`src/rtl/cbus_arbiter.sv`:
```
// cbus_arbiter: shares one cbus port among NUM_REQ requesters (e.g. I-side and
// D-side mmu) in front of the memory interconnect. A grant is held until the
// downstream response beat carrying `last` is accepted, then the bus idles
// for one cycle before the next grant.
// Optional feature macro: CBUS_ARB_RR_EN
//   defined   -> round-robin arbitration starting at rr_ptr
//   undefined -> fixed priority, lowest valid index wins
package cbus_pkg;

  typedef struct packed {
    logic        valid;
    logic        is_write;
    logic [2:0]  size;
    logic [31:0] addr;
    logic [3:0]  strobe;
    logic [31:0] data;
    logic [7:0]  len;
    logic [1:0]  burst;
  } cbus_req_t;

  typedef struct packed {
    logic        ready;
    logic        last;
    logic [31:0] data;
    logic        err;
  } cbus_resp_t;

endpackage

module cbus_arbiter
  import cbus_pkg::*;
#(
  parameter int unsigned NUM_REQ = 2,
  parameter int unsigned IDX_W   = $clog2(NUM_REQ)
) (
  input  logic                     clk,
  input  logic                     rst,
  input  cbus_req_t  [NUM_REQ-1:0] ireq,
  output cbus_resp_t [NUM_REQ-1:0] iresp,
  output cbus_req_t                oreq,
  input  cbus_resp_t               oresp,
  output logic                     busy,
  output logic [IDX_W-1:0]         grant_idx
);

  typedef enum logic {
    IDLE  = 1'b0,
    GRANT = 1'b1
  } state_t;

  state_t           state_q, state_d;
  logic [IDX_W-1:0] grant_q, grant_d;
  logic [IDX_W-1:0] winner;
  logic             any_valid;

`ifdef CBUS_ARB_RR_EN
  logic [IDX_W-1:0] rr_ptr_q;
  logic             rr_advance;

  // Pick the first valid requester scanning upward from rr_ptr, wrapping.
  always_comb begin
    int unsigned      cand;
    logic [IDX_W-1:0] idx;
    cand      = '0;
    idx       = '0;
    winner    = '0;
    any_valid = 1'b0;
    for (int unsigned k = 0; k < NUM_REQ; k++) begin
      cand = (32'(rr_ptr_q) + k) % NUM_REQ;
      idx  = IDX_W'(cand);
      if (!any_valid && ireq[idx].valid) begin
        winner    = idx;
        any_valid = 1'b1;
      end
    end
  end

  assign rr_advance = (state_q == GRANT) && oresp.ready && oresp.last;

  // Advance the round-robin pointer past the holder when its grant completes.
  always_ff @(posedge clk) begin
    if (rst) begin
      rr_ptr_q <= '0;
    end else if (rr_advance) begin
      rr_ptr_q <= (grant_q == IDX_W'(NUM_REQ - 1)) ? '0 : grant_q + 1'b1;
    end
  end
`else
  // Fixed priority: the lowest valid index wins.
  always_comb begin
    winner    = '0;
    any_valid = 1'b0;
    for (int unsigned k = 0; k < NUM_REQ; k++) begin
      if (!any_valid && ireq[IDX_W'(k)].valid) begin
        winner    = IDX_W'(k);
        any_valid = 1'b1;
      end
    end
  end
`endif

  // Next-state: arbitrate only in IDLE; release only on an accepted last beat.
  always_comb begin
    state_d = state_q;
    grant_d = grant_q;
    case (state_q)
      IDLE: begin
        if (any_valid) begin
          state_d = GRANT;
          grant_d = winner;
        end
      end
      GRANT: begin
        if (oresp.ready && oresp.last) begin
          state_d = IDLE;
        end
      end
      default: state_d = IDLE;
    endcase
  end

  // State and grant-holder registers.
  always_ff @(posedge clk) begin
    if (rst) begin
      state_q <= IDLE;
      grant_q <= '0;
    end else begin
      state_q <= state_d;
      grant_q <= grant_d;
    end
  end

  // Routing: pass the holder's request down and the response back to it only.
  always_comb begin
    oreq  = '0;
    iresp = '0;
    if (state_q == GRANT) begin
      oreq           = ireq[grant_q];
      iresp[grant_q] = oresp;
    end
  end

  assign busy      = (state_q == GRANT);
  assign grant_idx = grant_q;

endmodule

```
`config.mk`:
```
export PLATFORM = sky130hd
export DESIGN_NAME = cbus_arbiter
export DESIGN_NICKNAME = d
export VERILOG_FILES = /design/src/rtl/cbus_arbiter.sv
export SDC_FILE = /design/constraint.sdc
export NUM_CORES = 1
export LEC_CHECK = 0
export ABC_CLOCK_PERIOD_IN_PS = 2200
export BUFFER_PORTS_ARGS = -buffer_cell sky130_fd_sc_hd__buf_2
export CAP_MARGIN = 40
export CORE_AREA = 2 2 140 142
export DETAILED_ROUTE_END_ITERATION = 7
export DIE_AREA = 0 0 142 144
export PLACE_DENSITY = 0.4
export SLEW_MARGIN = 15
export SYNTH_ARGS = -nofsm -noshare
export SYNTH_HDL_FRONTEND = slang
export SYNTH_SLANG_ARGS = --single-unit
```
`constraint.sdc`:
```
create_clock -name clk -period 2.2 [get_ports clk]
set_input_delay 0.44 -clock clk [delete_from_list [all_inputs] [get_ports clk]]
set_output_delay 0.44 -clock clk [all_outputs]
set_load 0.03 [all_outputs]
```
==> After elaboration in Yosys (flattened, before gate mapping) <==
Index checks and enable logic that the tools add are counted.
{ "word_totals": {"out_inout_bits": 155, "elab_cells": 23, "input_bits": 203, "reg_bits": 2} }
{ "op_classes": {"n_reduce_logical": 5, "muxes": 12, "bitwise": 2, "n_lt_le_gt_ge": 2} }
{ "ops": {"columns": ["op", "n"], "rows": [
  ["83-bit 2-to-1 mux", 3],
  ["70-bit bitwise AND", 1],
  ["70-bit 2-to-1 mux", 1],
  ["35-bit demux with 1-bit select", 1],
  ["35-bit 2-to-1 mux", 1],
  ["1-bit 2-to-1 mux", 5],
  ["1-bit logical AND", 3],
  ["1-bit by 2-bit < comparator with 1-bit output (second input constant)", 1],
  ["1-bit one-hot mux with 2 select lines", 1],
  ["2-bit AND reduction", 1],
  ["1-bit >= comparator (second input constant)", 1],
  ["1-bit zero test", 1],
  ["1-bit inverter", 1]
]} }

==> Logic depth before layout (Yosys ltp) <==
{ "depth": {"ltp_word": 6, "ltp_mapped": 4, "depth_no_buf": 2} }

==> Worst setup path before layout <==
No wires, ideal clock.
{ "synth_path": {"path_type": "flip-flop to output port", "from": "reg grant_q (netlist: grant_idx)", "to": "out oreq[10] (netlist bit)", "arrival_time_ps": 1454, "path_stages_with_launch": 5, "required_time_ps": 1760, "slack_ps": 306, "n_path_buf": 2, "cell_sequence": "dfxtp_1 > buf_2 > buf_4 > mux2i_1 > nor2_1"} }
{ "synth_rtl": {"columns": ["element", "line", "text"], "rows": [
  ["from (decl)", "52", "logic [IDX_W-1:0] grant_q, grant_d;"],
  ["from (signal assigned)", "129", "grant_q <= grant_d;"],
  ["to (decl)", "40", "output cbus_req_t oreq,"]
]} }

==> impl_metrics.py <==
metrics = {
    "placement": {
        "place_congestion": 0.7421,
        "dp_hpwl_mm": 8.645,
        "dp_slack_ps": 225.5,
        "numPortBuffers": 357,
        "dpl_cell_area_mm2": 0.003897,
    },
    "detailed_routing": {
        "wl_per_cell_um": 11.74,
        "dr_total_vias": 3144,
        "first_pass_iters": 4,
        "wirelength_mm": 10.09,
        "via_per_inst": 3.656,
        "drc": 0,
        "drtAntennaViolNets": 0,
        "drt_iter0_markers": 91,
    },
    "clocking": {
        "root_buffer": "clkbuf_16",
        "cts_buffers": 3,
        "htree_levels": 1,
        "hold_buffers": 0,
        "path_clk_slew_ps": 30,
        "tritoncts": "done",
        "cts_sinks": 2,
        "post_cts_resized": 0,
        "clk-insertion-delay-late_ps": 220,
        "clockBufferDepth": 2,
    },
    "global_routing": {
        "grt.overflow.total": 0,
        "grt_pass1_wl_mm": 13.01,
        "antenna_found_initial": 0,
        "grt_max_degree": 46,
        "grt_usage": 0.08033,
        "grt_pass1_vias": 2553,
    },
    "worst_setup_path": {
        "ff2ff_path_depth": 2,
        "start_kind": "flip-flop",
        "timing.reg2reg.setup_slack_ps": 1010,
        "critPathRequiredTime_ps": 1760,
        "path_max_fanout": 40,
        "timing.rr.start": "busy$_SDFF_PP0_",
        "end_kind": "primary output",
        "reg2reg_to": "grant_idx$_SDFFE_PP0P_",
        "arrival_ps": 1630,
        "crit_path_start": "busy$_SDFF_PP0_",
        "critical_path_class": "reg2out",
        "worstSetupEndpoint": "iresp[16]",
    },
    "synthesis": {
        "yosys.area.top_type": "mux2i_1",
        "synth.top_cell.area_share": 0.4595,
        "yosysUniqueCellTypes": 16,
        "synthesis.area_mm2": 0.001808,
        "yosys_warnings": 0,
        "synth_area_leaders": "mux2i_1 (46%), nor2_1 (17%), and2_1 (12%)",
        "syn_area_per_cell_um2": 6.598,
        "syn_nets": 477,
        "postSynthCellCount": 274,
        "ys_ff_latch": 2,
        "synth-seq-area-share": 0.02215,
    },
    "sta": {
        "finalSetupViolations": 0,
        "fin_crit_sh": 0.9432,
        "tightest_slew_ps": 725.3,
        "min_period_ps": 2075,
        "rsz0062_at_grt": "no",
        "setup_slack_ps": 125.0,
        "skew_ps": 3.385,
        "finalSetupTns_ps": 0,
        "max_freq_ghz": 0.4819,
        "slew-limit-headroom": 0.5157,
        "slew_viol_final": 0,
        "hold_viol_final": 0,
    },
    "finish": {
        "n_antenna_cell": 0,
        "layout_commonest_cell": "buf_2",
        "fillCellCount": 2199,
        "nets": 826,
        "drive_gt1_frac": 0.6077,
        "final_cell_mix": "buf_2 (357), mux2i_1 (83), nor2_1 (83)",
        "final_util": 0.2104,
        "area_growth_pct": 122.0,
        "fin_area_mm2": 0.004014,
    },
    "floorplan": {
        "core-area_mm2": 0.01908,
        "die_w_um": 142,
        "num_rows": 51,
        "io_pins": 358,
        "die_area_mm2": 0.02045,
        "die_h_um": 144,
        "start_util": 0.09476,
    },
    "power_and_ir_drop": {
        "comb_power_share": 0.770,
        "power_switching_share": 0.5074,
        "p_per_area_mw_per_mm2": 349.6,
        "intPower_uw": 691.3,
        "switchingPower_uw": 712.1,
        "ir_drop_v": 0.0001958,
        "pwr-share-clk": 0.201,
        "p_total_mw": 1.403,
        "power_leakage_nw": 2.453,
        "seq_power_share": 0.030,
    },
    "outcome": {
        "status": "finished, final reports clean",
    },
    "min_path": {
        "min_path_type": "in2reg",
    },
    "run": {
        "cap_viol_max_count": 0,
    },
}
==> timing repair <==
item	4_1_cts	5_1_grt
setup endpoints to repair	1	0
hold endpoints to repair	0	0
setup buffers	5	0
==> cells in the mapped netlist <==
cell and n:
clkbuf_2 1, nand2b_1 1, buf_2 3, a221oi_1 1, clkbuf_1 12, and3_1 35, nor3_1 1, mux2i_1 83
and2b_1 1, a311oi_1 1, inv_1 2, buf_1 5, dfxtp_1 2, nor2_1 83, and2_1 35, buf_4 8
==> worst min path at each step <==
stage | depth (start not counted) | startpoint | endpoint | slack (ps)
2_1_floorplan | 1 | rst | busy$_SDFF_PP0_ | 520
3_3_place_gp | 2 | rst | grant_idx$_SDFFE_PP0P_ | 640
3_5_place_dp | 2 | rst | grant_idx$_SDFFE_PP0P_ | 630
4_1_cts | 2 | rst | grant_idx$_SDFFE_PP0P_ | 400
5_1_grt | 2 | rst | grant_idx$_SDFFE_PP0P_ | 430
6_report | 2 | rst | grant_idx$_SDFFE_PP0P_ | 400
==> logic make-up (layout without fill, tap and decap cells) <==
group                  Yosys count  after routing  synth area share
AND/OR/NAND/NOR                156            156            0.4249
multiplexers                    83             83            0.4595
buffers and inverters           31            379           0.08373
AO/OA/AOI/OAI                    2              2          0.009690
flip-flops                       2              2           0.02215
==> layout make-up <==
type	count	area [um2]	area share
timing repair buffer	373	1969	0.4906
multi-input combinational	241	1617	0.4027
tap	238	297.8	0.07419
clock buffer	4	78.83	0.01964
sequential	2	43.79	0.01091
inverter	2	7.507	0.001870
==> power groups by stage <==
stage                     clock network, mW  logic, mW  registers [mW]
final                                 0.281       1.08          0.0418
after global routing                  0.290       1.16          0.0427
after CTS                             0.286       1.09          0.0423
after detailed placement                  0       1.07          0.0536
after global placement                    0       1.08          0.0536
after floorplan                           0      0.659          0.0474
==> routing by layer <==
metal	vias to the layer above	wire length, um	GRT usage
met5	-	0	0
met4	0	30	0.01105
met3	2	688	0.01093
met2	173	5551	0.1673
met1	1351	3823	0.08656
li1	1618	-	-
==> critical path, cell delays in order (launching register included) <==
cell and delay [ps]:
dfxtp_1 330, buf_4 320, and2b_1 200, buf_4 210, and2_1 150, buf_2 190
==> registers in the layout, summed over array words and instances (netlist names) <==
signal / count
grant_idx: 1
busy: 1
==> metrics by stage <==
stage	cells	hold WS [ps]
after detailed placement	851	634.6
after global placement	851	643.3
final	860	401.3
after global routing	860	427.3
after floorplan	274	518.0
after CTS	860	404.3
Power figures use the tool's default switching activity.
